<file path="config.mk">
export PLATFORM = sky130hd
export DESIGN_NAME = interrupt_sequencer_flat
export DESIGN_NICKNAME = d
export VERILOG_FILES = /design/src/rtl/interrupt_sequencer_if.sv /design/src/rtl/interrupt_sequencer.sv /design/src/flat_wrapper.sv
export SDC_FILE = /design/constraint.sdc
export NUM_CORES = 1
export LEC_CHECK = 0
export BUFFER_PORTS_ARGS = -buffer_cell sky130_fd_sc_hd__buf_2
export CAP_MARGIN = 20
export CORE_MARGIN = 4
export CORE_UTILIZATION = 30
export CTS_BUF_LIST = sky130_fd_sc_hd__clkbuf_8 sky130_fd_sc_hd__clkbuf_16
export DETAILED_ROUTE_END_ITERATION = 10
export GPL_ROUTABILITY_DRIVEN = 1
export PLACE_DENSITY = 0.64
export SLEW_MARGIN = 30
export SYNTH_ARGS = -nofsm -noshare
export SYNTH_HDL_FRONTEND = slang
export SYNTH_SLANG_ARGS = --single-unit
</file>
<file path="constraint.sdc">
create_clock -name clk -period 1.8 [get_ports clk]
set_input_delay 0.18 -clock clk [delete_from_list [all_inputs] [get_ports clk]]
set_output_delay 0.18 -clock clk [all_outputs]
set_load 0.03 [all_outputs]
</file>
<file path="src/rtl/interrupt_sequencer_if.sv">
// rtl/interrupt_sequencer_if.sv - memory bus and PC/SP/STAT write ports driven by the interrupt sequencer
interface interrupt_sequencer_if #(
  parameter int ADDR_WIDTH = 16,
  parameter int REG_WIDTH  = 8
);
  logic [ADDR_WIDTH-1:0] addr;
  logic [REG_WIDTH-1:0]  data_in;
  logic [REG_WIDTH-1:0]  data_out;
  logic                  mem_we;
  logic                  mem_re;
  logic [ADDR_WIDTH-1:0] pc_out;
  logic                  we_pc;
  logic [REG_WIDTH-1:0]  sp_out;
  logic                  we_sp;
  logic [REG_WIDTH-1:0]  status_out;
  logic                  we_stat;

  // Sequencer side: owns the bus and register write ports while busy
  modport master (
    output addr, data_out, mem_we, mem_re,
    output pc_out, we_pc, sp_out, we_sp, status_out, we_stat,
    input  data_in
  );

  // Memory / register file side
  modport slave (
    input  addr, data_out, mem_we, mem_re,
    input  pc_out, we_pc, sp_out, we_sp, status_out, we_stat,
    output data_in
  );
endinterface

</file>
<file path="src/rtl/interrupt_sequencer.sv">
// rtl/interrupt_sequencer.sv - 6502 reset/NMI/IRQ/BRK entry sequencer (stack pushes, vector fetch, PC load)
module interrupt_sequencer #(
  parameter int                    ADDR_WIDTH   = 16,
  parameter int                    REG_WIDTH    = 8,
  parameter logic [ADDR_WIDTH-1:0] STACK_BASE   = 16'h0100,
  parameter logic [ADDR_WIDTH-1:0] NMI_VECTOR   = 16'hFFFA,
  parameter logic [ADDR_WIDTH-1:0] RESET_VECTOR = 16'hFFFC,
  parameter logic [ADDR_WIDTH-1:0] IRQ_VECTOR   = 16'hFFFE
) (
  input  logic                  clk,
  input  logic                  reset,
  input  logic                  rdy,
  input  logic                  irq_n,
  input  logic                  nmi_n,
  input  logic                  brk_req,
  input  logic                  instruction_done,
  input  logic [ADDR_WIDTH-1:0] pc_in,
  input  logic [REG_WIDTH-1:0]  sp_in,
  input  logic [REG_WIDTH-1:0]  status_in,
  output logic                  busy,
  output logic [1:0]            source,
  interrupt_sequencer_if.master bus
);

  typedef enum logic [2:0] {
    IDLE, PUSH_PCH, PUSH_PCL, PUSH_P, VEC_LO, VEC_HI, LOAD_PC
  } state_t;

  typedef enum logic [1:0] {
    SRC_IRQ   = 2'b00,
    SRC_BRK   = 2'b01,
    SRC_NMI   = 2'b10,
    SRC_RESET = 2'b11
  } source_t;

  localparam logic [REG_WIDTH-1:0] FLAG_I     = REG_WIDTH'(8'h04);
  localparam logic [REG_WIDTH-1:0] FLAG_B     = REG_WIDTH'(8'h10);
  localparam logic [REG_WIDTH-1:0] FLAG_U     = REG_WIDTH'(8'h20);
  localparam logic [REG_WIDTH-1:0] REG_ONE    = REG_WIDTH'(1);
  localparam logic [ADDR_WIDTH-1:0] ADDR_ONE  = ADDR_WIDTH'(1);

  state_t                state_q, state_d;
  source_t               source_q, source_d;
  logic [ADDR_WIDTH-1:0] pc_q, pc_d;          // PC to be pushed (already +1 for BRK)
  logic [REG_WIDTH-1:0]  sp_q, sp_d;          // working stack pointer
  logic [REG_WIDTH-1:0]  status_q, status_d;  // P captured at acceptance
  logic [ADDR_WIDTH-1:0] vector_q, vector_d;  // vector low-byte address
  logic [REG_WIDTH-1:0]  pcl_q, pcl_d;
  logic [REG_WIDTH-1:0]  pch_q, pch_d;
  logic                  nmi_prev_q;
  logic                  nmi_pending_q, nmi_pending_d;

  logic                  nmi_edge;
  logic                  is_reset_seq;
  logic [ADDR_WIDTH-1:0] stack_addr;
  logic [REG_WIDTH-1:0]  pushed_p;
  logic                  take;

  assign nmi_edge     = nmi_prev_q & ~nmi_n;
  assign is_reset_seq = (source_q == SRC_RESET);
  assign stack_addr   = STACK_BASE | {{(ADDR_WIDTH-REG_WIDTH){1'b0}}, sp_q};
  // BRK pushes B set; hardware interrupts push B clear. Bit 5 always reads as 1.
  assign pushed_p     = (source_q == SRC_BRK) ? (status_q | FLAG_U | FLAG_B)
                                              : ((status_q | FLAG_U) & ~FLAG_B);

  assign busy   = reset | (state_q != IDLE);
  assign source = reset ? SRC_RESET : source_q;

  // State and datapath registers; reset parks the machine at the start of the reset sequence
  always_ff @(posedge clk) begin
    if (reset) begin
      state_q       <= PUSH_PCH;
      source_q      <= SRC_RESET;
      pc_q          <= pc_in;
      sp_q          <= sp_in;
      status_q      <= status_in;
      vector_q      <= '0;
      pcl_q         <= '0;
      pch_q         <= '0;
      nmi_prev_q    <= 1'b1;
      nmi_pending_q <= 1'b0;
    end else begin
      state_q       <= state_d;
      source_q      <= source_d;
      pc_q          <= pc_d;
      sp_q          <= sp_d;
      status_q      <= status_d;
      vector_q      <= vector_d;
      pcl_q         <= pcl_d;
      pch_q         <= pch_d;
      nmi_prev_q    <= nmi_n;
      nmi_pending_q <= nmi_pending_d;
    end
  end

  // Next-state and bus/register-port outputs; every non-IDLE step waits for rdy
  always_comb begin
    state_d       = state_q;
    source_d      = source_q;
    pc_d          = pc_q;
    sp_d          = sp_q;
    status_d      = status_q;
    vector_d      = vector_q;
    pcl_d         = pcl_q;
    pch_d         = pch_q;
    nmi_pending_d = nmi_pending_q | nmi_edge;
    take          = 1'b0;

    bus.addr       = '0;
    bus.data_out   = '0;
    bus.mem_we     = 1'b0;
    bus.mem_re     = 1'b0;
    bus.pc_out     = '0;
    bus.we_pc      = 1'b0;
    bus.sp_out     = '0;
    bus.we_sp      = 1'b0;
    bus.status_out = '0;
    bus.we_stat    = 1'b0;

    case (state_q)
      IDLE: begin
        if (instruction_done) begin
          if (nmi_pending_q) begin
            take     = 1'b1;
            source_d = SRC_NMI;
          end else if (brk_req) begin
            take     = 1'b1;
            source_d = SRC_BRK;
          end else if (!irq_n && !status_in[2]) begin
            take     = 1'b1;
            source_d = SRC_IRQ;
          end
          if (take) begin
            state_d  = PUSH_PCH;
            // BRK returns past its padding byte
            pc_d     = (source_d == SRC_BRK) ? (pc_in + ADDR_ONE) : pc_in;
            sp_d     = sp_in;
            status_d = status_in;
          end
        end
      end

      PUSH_PCH, PUSH_PCL, PUSH_P: begin
        // Reset runs the same cycles as dummy reads with nothing driven
        bus.addr   = stack_addr;
        bus.mem_we = rdy & ~is_reset_seq;
        bus.mem_re = rdy & is_reset_seq;
        if (!is_reset_seq) begin
          case (state_q)
            PUSH_PCH: bus.data_out = pc_q[ADDR_WIDTH-1 -: REG_WIDTH];
            PUSH_PCL: bus.data_out = pc_q[REG_WIDTH-1:0];
            default:  bus.data_out = pushed_p;
          endcase
        end
        if (state_q == PUSH_P) begin
          bus.sp_out     = sp_q - REG_ONE;
          bus.we_sp      = rdy;
          bus.status_out = status_q | FLAG_I;
          bus.we_stat    = rdy;
        end
        if (rdy) begin
          sp_d = sp_q - REG_ONE;
          case (state_q)
            PUSH_PCH: state_d = PUSH_PCL;
            PUSH_PCL: state_d = PUSH_P;
            default: begin
              state_d = VEC_LO;
              // A pending NMI hijacks a BRK/IRQ entry; the pushed P is left as is
              if (is_reset_seq) begin
                vector_d = RESET_VECTOR;
              end else if (source_q == SRC_NMI || nmi_pending_q) begin
                vector_d      = NMI_VECTOR;
                nmi_pending_d = nmi_edge;
              end else begin
                vector_d = IRQ_VECTOR;
              end
            end
          endcase
        end
      end

      VEC_LO: begin
        bus.addr   = vector_q;
        bus.mem_re = rdy;
        if (rdy) begin
          pcl_d   = bus.data_in;
          state_d = VEC_HI;
        end
      end

      VEC_HI: begin
        bus.addr   = vector_q + ADDR_ONE;
        bus.mem_re = rdy;
        if (rdy) begin
          pch_d   = bus.data_in;
          state_d = LOAD_PC;
        end
      end

      LOAD_PC: begin
        bus.pc_out = {pch_q, pcl_q};
        bus.we_pc  = rdy;
        if (rdy) begin
          state_d = IDLE;
        end
      end

      default: begin
        state_d = IDLE;
      end
    endcase

    // Nothing leaves the block while reset is held
    if (reset) begin
      bus.addr       = '0;
      bus.data_out   = '0;
      bus.mem_we     = 1'b0;
      bus.mem_re     = 1'b0;
      bus.pc_out     = '0;
      bus.we_pc      = 1'b0;
      bus.sp_out     = '0;
      bus.we_sp      = 1'b0;
      bus.status_out = '0;
      bus.we_stat    = 1'b0;
    end
  end

endmodule
</file>
<file path="src/flat_wrapper.sv">
// flat-port wrapper written by rule: the top's interface ports become plain ports
module interrupt_sequencer_flat 
#(
  parameter int                    ADDR_WIDTH   = 16,
  parameter int                    REG_WIDTH    = 8,
  parameter logic [ADDR_WIDTH-1:0] STACK_BASE   = 16'h0100,
  parameter logic [ADDR_WIDTH-1:0] NMI_VECTOR   = 16'hFFFA,
  parameter logic [ADDR_WIDTH-1:0] RESET_VECTOR = 16'hFFFC,
  parameter logic [ADDR_WIDTH-1:0] IRQ_VECTOR   = 16'hFFFE
)
  (clk, reset, rdy, irq_n, nmi_n, brk_req, instruction_done, pc_in, sp_in, status_in, busy, source, bus_addr, bus_data_out, bus_mem_we, bus_mem_re, bus_pc_out, bus_we_pc, bus_sp_out, bus_we_sp, bus_status_out, bus_we_stat, bus_data_in);
  interrupt_sequencer_if #(.ADDR_WIDTH(ADDR_WIDTH), .REG_WIDTH(REG_WIDTH)) bus_i ();
  input  logic clk;
  input  logic reset;
  input  logic rdy;
  input  logic irq_n;
  input  logic nmi_n;
  input  logic brk_req;
  input  logic instruction_done;
  input  logic [ADDR_WIDTH-1:0] pc_in;
  input  logic [REG_WIDTH-1:0] sp_in;
  input  logic [REG_WIDTH-1:0] status_in;
  output logic busy;
  output logic [1:0] source;
  output wire logic [$bits(bus_i.addr)-1:0] bus_addr;
  output wire logic [$bits(bus_i.data_out)-1:0] bus_data_out;
  output wire logic [$bits(bus_i.mem_we)-1:0] bus_mem_we;
  output wire logic [$bits(bus_i.mem_re)-1:0] bus_mem_re;
  output wire logic [$bits(bus_i.pc_out)-1:0] bus_pc_out;
  output wire logic [$bits(bus_i.we_pc)-1:0] bus_we_pc;
  output wire logic [$bits(bus_i.sp_out)-1:0] bus_sp_out;
  output wire logic [$bits(bus_i.we_sp)-1:0] bus_we_sp;
  output wire logic [$bits(bus_i.status_out)-1:0] bus_status_out;
  output wire logic [$bits(bus_i.we_stat)-1:0] bus_we_stat;
  input wire logic [$bits(bus_i.data_in)-1:0] bus_data_in;
  assign bus_addr = bus_i.addr;
  assign bus_data_out = bus_i.data_out;
  assign bus_mem_we = bus_i.mem_we;
  assign bus_mem_re = bus_i.mem_re;
  assign bus_pc_out = bus_i.pc_out;
  assign bus_we_pc = bus_i.we_pc;
  assign bus_sp_out = bus_i.sp_out;
  assign bus_we_sp = bus_i.we_sp;
  assign bus_status_out = bus_i.status_out;
  assign bus_we_stat = bus_i.we_stat;
  assign bus_i.data_in = bus_data_in;
  interrupt_sequencer #(.ADDR_WIDTH(ADDR_WIDTH), .REG_WIDTH(REG_WIDTH), .STACK_BASE(STACK_BASE), .NMI_VECTOR(NMI_VECTOR), .RESET_VECTOR(RESET_VECTOR), .IRQ_VECTOR(IRQ_VECTOR)) u_core (.clk(clk), .reset(reset), .rdy(rdy), .irq_n(irq_n), .nmi_n(nmi_n), .brk_req(brk_req), .instruction_done(instruction_done), .pc_in(pc_in), .sp_in(sp_in), .status_in(status_in), .busy(busy), .source(source), .bus(bus_i));
endmodule
</file>
# [Word-level counts from Yosys, hierarchy flattened]
# Cells that the tools add are included.
[totals] register_bits=71 output_inout_bits=64 wordCells=124 inputBits=47
[classes] muxes=64 eq_ne=19 reduce_logical=20 bitwise=8 addsub=3
[op_table] cell="two-way mux 16 bit" count=9
[op_table] cell="two-way mux 8 bit" count=17
[op_table] cell="case mux 16 bit (3 select lines)" count=1
[op_table] cell="adder 16 x 1 -> 16 bit, second input constant" count=2
[op_table] cell="case mux 8 bit (2 select lines)" count=2
[op_table] cell="two-way mux 3 bit" count=7
[op_table] cell="two-way mux 1 bit" count=18
[op_table] cell="case mux 3 bit (5 select lines)" count=1
[op_table] cell="two-way mux 2 bit" count=6
[op_table] cell="!= test 2 bit, second input constant" count=6
[op_table] cell="== test 3 bit, second input constant" count=3
[op_table] cell="!= test 3 bit, second input constant" count=3
[op_table] cell="subtractor 8 x 1 -> 8 bit, second input constant" count=1
[op_table] cell="== test 3 x 2 -> 1 bit, second input constant" count=2
[op_table] cell="case mux 3 bit (2 select lines)" count=1
[op_table] cell="AND reduction 2 bit" count=3
[op_table] cell="AND reduction 3 bit" count=2
[op_table] cell="AND reduction 6 bit" count=1
[op_table] cell="nonzero test 2 bit" count=3
[op_table] cell="nonzero test 3 bit" count=2
[op_table] cell="two-way mux 5 bit" count=1
[op_table] cell="== test 2 x 1 -> 1 bit, second input constant" count=2
[op_table] cell="== test 2 bit, second input constant" count=2
[op_table] cell="AND reduction 4 bit" count=1
[op_table] cell="other kinds (11)" count=18

# [Longest topological paths before layout]
[logic_depth] word_depth=13 mapped_depth=7

# [Least setup slack after synthesis]
# No wires, ideal clock.
[synth_timing] kind="register to register" start="register u_core.state_q[2]" end="register u_core.sp_q[0] (enable)" path_stages_with_launch=7 setup_slack_ns=-0.284 t_arrival_ns=1.709 cell_sequence="dfxtp_1 buf_2 buf_2 nor2_1 nand2_1 o22ai_1 a21oi_1"
[synth_between] elab_chain_cells=4 word_cells_on_any_way=10 cone_classes="6 x eq/ne; 4 x reduce/logical"
[synth_rtl] element="start, declared" line_no="interrupt_sequencer.sv:42" rtl="state_t state_q, state_d;"
[synth_rtl] element="start signal, assigned" line_no="interrupt_sequencer.sv:83" rtl="state_q <= state_d;"
[synth_rtl] element="== test 3 x 1 -> 1 bit or == test 3 x 2 -> 1 bit (tied branches)" line_no="interrupt_sequencer.sv:120" rtl="case (state_q)"
[synth_rtl] element="OR reduction 3 bit" line_no="interrupt_sequencer.sv:120"
[synth_rtl] element="!= test 3 bit (no line) or nonzero test 3 bit (tied branches)"
[synth_rtl] element="AND reduction 4 bit (no line) (*)"
[synth_rtl] element="end signal, assigned" line_no="interrupt_sequencer.sv:75" rtl="sp_q <= sp_in;"
[synth_rtl] element="end signal, assigned" line_no="interrupt_sequencer.sv:86" rtl="sp_q <= sp_d;"
[synth_rtl] element="end, declared" line_no="interrupt_sequencer.sv:45" rtl="logic [REG_WIDTH-1:0] sp_q, sp_d;"
# Mark *: on every way between the ends. The rest lies on a longest branch, timed or not.
# A chain may end at the register's enable or synchronous reset.

# [Final worst setup path]
[layout_timing] start="register u_core.state_q[0]" end="output bus_data_out[6]"
[layout_between] elab_chain_cells=5 word_cells_on_any_way=8 cone_classes="3 x eq/ne; 4 x mux; 1 x reduce/logical"
[layout_rtl] element="== test 3 x 2 -> 1 bit or == test 3 x 1 -> 1 bit (tied branches)" line_no="interrupt_sequencer.sv:120, interrupt_sequencer.sv:149"
[layout_rtl] element="case mux 8 bit (2 select lines)" line_no="interrupt_sequencer.sv:149" rtl="case (state_q)"
[layout_rtl] element="two-way mux 8 bit" line_no="interrupt_sequencer.sv:148" rtl="if (!is_reset_seq) begin"
[layout_rtl] element="two-way mux 8 bit (*)" line_no="interrupt_sequencer.sv:120"
[layout_rtl] element="two-way mux 8 bit (*)" line_no="interrupt_sequencer.sv:214" rtl="if (reset) begin"
[layout_rtl] element="end, declared" line_no="flat_wrapper.sv:26" rtl="output wire logic [$bits(bus_i.data_out)-1:0] bus_data_out;"
# Marked as above.

==> reports/qor.csv <==
metric,value,unit
outcome,"complete, but fails checks",
failing checks,setup timing,
HP Class,in -> reg,
area fraction of the dominant cell type after synthesis,28.9,%
critical path class,reg -> out,
Final period util,102,%
core box area,0.0108,sq mm
drt initial violations,130,
# IOs,111,
Yosys cell types,53,
worst vdd ir,0.000465,V
routing usage on met2,24.8,%
mean cell area of the mapped netlist,9.41,sq um
clock buffer depth,2,
yosys warns,0,
Syn Nets,402,
"area leader, netlist",edfxtp_1,
CTS Buf Count,9,
via density per instance,4.73,
layout cells sized above 1,50.2,%
Setup Skew,0.00679,ns
Worst-Margin Slew,0.496,ns
RSZ-0062 raised after global routing,yes,
die area,0.0128,sq mm
WP buf/inv,2,
CTS tree,built,
global route hottest layer,met2,
Max Slew Vio Count,0,
largest net degree at the start of global routing,26,
crit-path cells,buf_6 -> nor2_4 -> nor3_4 -> nand2_4 -> a21oi_2 -> buf_6,
"Seq/Total Area, Yosys",44.6,%
Via Count,3007,
max incr delay on CP,0.39,ns
setup TNS,-0.277,ns
crit path DAT,1.66,ns
crit-path max FO,8,
"CP delay by family, top",simple AND/OR/NAND/NOR gates,
total gr overflow,0,
DRT Wirelength,9410,microns
die width,113,microns
routability-driven placement congestion ratio,0.840,
non-filler instance count after layout,636,
predominant post-synthesis flop cell,edfxtp_1,
clk slew on worst S/H paths,0.06,ns
CP Capture Type,primary output,
Lkg Pwr,2.15,nW
"Area growth, synth to finish",50.2,%
"Slowest-stage cell, CP",dfxtp_4,
GR Util met1,17.4,%
global-route usage over all layers,14.4,%
FMAX,0.542,GHz
initial antenna violation count,0,
met3 Use GR,3.85,%
"Clk Latency, worst-skew pair",0.33,ns
Row Count,38,
crit start category,flip-flop,
antenna-violating nets left,0,
"Power, Total",0.00412,W
Starting Density,30.6,%
Ant. Diodes,0,
DRC Markers,0,
Setup-failing EPs final,14,
vias in the first global route,2984,
IO Port Bufs,110,
Critical Path Most Common Cell,buf_6,
Inst Count DP,599,
final hold violation count,0,
"flops & latches, synth",58,
ys async rst share,0,%
min Tclk post-route,1.84,ns
first-pass GRT wire length,14700,microns
dpl hpwl,6920,microns
largest cells by area after synthesis,"edfxtp_1, dfxtp_1, nand2_1",
Syn Std Cell Area,0.00332,sq mm
Nets,541,
number of synthesized flops with an enable pin,32,
Root Buffer,clkbuf_8,
DR WL/cell,14.8,microns
CTS H-Tree Depth,3,
chip height,113,microns
post-synthesis cell count,353,
CTS sink cnt,58,
pwr dens,827,mW/mm^2
worst hold slack,0.0268,ns
"Req. time, crit path",1.62,ns
PnR worst setup slack,-0.0434,ns
TritonRoute pass-1 iters,4,
Max-cap violations,0,
post-layout util,46.0,%
Slew HR,66.7,%
Fill cells,1023,
==> what timing repair did <==
item / 4_1_cts / 5_1_grt
resized for setup: 98 / 61
hold endpoints to repair: 0 / 2
setup buffers: 13 / 6
cloned: 1 / 0
hold buffers: 0 / 2
pin swaps: 14 / 22
endpoints found under the setup margin: 69 / 58
==> path summary, 6_finish.rpt <==
kind | startpoint | endpoint | slack, ns | cells after the start
worst min register to register | u_core.pch_q[5]$_SDFFE_PP0P_ | u_core.pch_q[5]$_SDFFE_PP0P_ | 0.45 | 2
worst max-delay path | u_core.state_q[0]$_SDFFE_PP1P_ | bus_data_out[6] | -0.04 | 6
worst min-delay path | status_in[6] | u_core.status_q[6]$_DFFE_PP_ | 0.03 | 1
worst max register to register | u_core.source_q[0]$_SDFFE_PP1P_ | u_core.pc_q[1]$_DFFE_PP_ | 0.07 | 4
==> stage by stage <==
step	worst slack [ns]	instance area, sq um
after floorplan	0.00126	3330
after global placement	0.0152	4060
after detailed placement	-0.0698	4060
after CTS	-0.0844	4710
after global routing	-0.164	4990
final	-0.0434	4990
==> registers in the layout, indices dropped and copies added, names as in the netlist <==
| register | count |
|---|---|
| u_core.state_q | 3 |
| u_core.pcl_q | 8 |
| u_core.pc_q | 16 |
| u_core.status_q | 8 |
| u_core.vector_q | 3 |
| u_core.nmi_prev_q | 1 |
| u_core.source_q | 2 |
| u_core.pch_q | 8 |
| u_core.sp_q | 8 |
| u_core.nmi_pending_q | 1 |
==> metal layers <==
metal | vias up | part of all wire [%]
met3 | 15 | 5.0
met5 | - | 0
met4 | 0 | 1.9
li1 | 1500 | -
met2 | 85 | 50
met1 | 1407 | 43
==> cell families after synthesis <==
| group | count (synthesis) | synth area share [%] |
|---|---|---|
| AND/OR/NAND/NOR | 168 | 29.3 |
| AO/OA/AOI/OAI | 60 | 11.1 |
| flip-flops | 58 | 44.6 |
| buffers and inverters | 34 | 5.65 |
| XOR/XNOR | 21 | 5.54 |
| multiplexers | 10 | 3.05 |
| adder cells (fa/ha/maj) | 2 | 0.753 |
==> final cells by class <==
| type | count | area [sq um] | area share [%] |
|---|---|---|---|
| Clock buffer | 9 | 124 | 2.48 |
| Clock inverter | 6 | 82.6 | 1.66 |
| Inverter | 8 | 32.5 | 0.652 |
| Multi-Input combinational cell | 261 | 1940 | 38.9 |
| Sequential cell | 58 | 1490 | 29.9 |
| Tap cell | 140 | 175 | 3.51 |
| Timing Repair Buffer | 154 | 1140 | 22.9 |
==> placed cells by master (no fill, tap or decap), types with 3 or more instances in the layout <==
cell type	n
buf_2	67
nand2_1	49
buf_4	45
buf_6	37
nor2_1	33
edfxtp_1	32
dfxtp_1	23
a21oi_1	18
xor2_1	17
o21ai_1	11
and2_4	10
nor3_2	9
mux2i_1	9
clkbuf_8	9
and3_1	8
nor2_4	6
and2_1	6
a21oi_2	6
nor3b_2	5
a22oi_2	5
inv_2	4
nand3_1	4
inv_1	3
nor4_2	3
nor4b_2	3
nor3b_4	3
nand2_4	3
a22oi_1	3
a21oi_4	3
a21o_1	3
nor2b_1	3
dfxtp_4	3
==> worst reg2reg max path: cells and delay by family (launching register included) <==
kind            cells  cell delay, ns
simple gates        1            0.20
buf+inv             1            0.06
flops               1            0.40
compound gates      1            0.42
mux                 1            0.38
==> cell usage after synthesis (3+ instances only) <==
library cell and n:
mux2i_1 9, inv_1 4, xnor2_1 3, nor3b_1 3
a21o_1 4, o21ai_1 11, inv_2 4, a21oi_1 27
nor4b_2 3, edfxtp_1 32, or3_1 3, nor2_1 36
nor3_2 7, and3_1 10, a22oi_1 8, buf_4 12
dfxtp_1 26, xor2_1 18, and2_1 16, clkbuf_1 7
nand3_1 4, nor3b_2 3, nand2_1 54, nor3_1 3
nor2b_1 5, buf_2 6
==> power breakdown <==
part / switching, W / internal [W] / leakage (nW) / total [W]
Clock: 0.000500 / 0.000763 / 0.106 / 0.00126
Combinational: 0.000682 / 0.000554 / 1.52 / 0.00124
Sequential: 0.0000903 / 0.00153 / 0.532 / 0.00162
(Power assumes the default switching activity.)
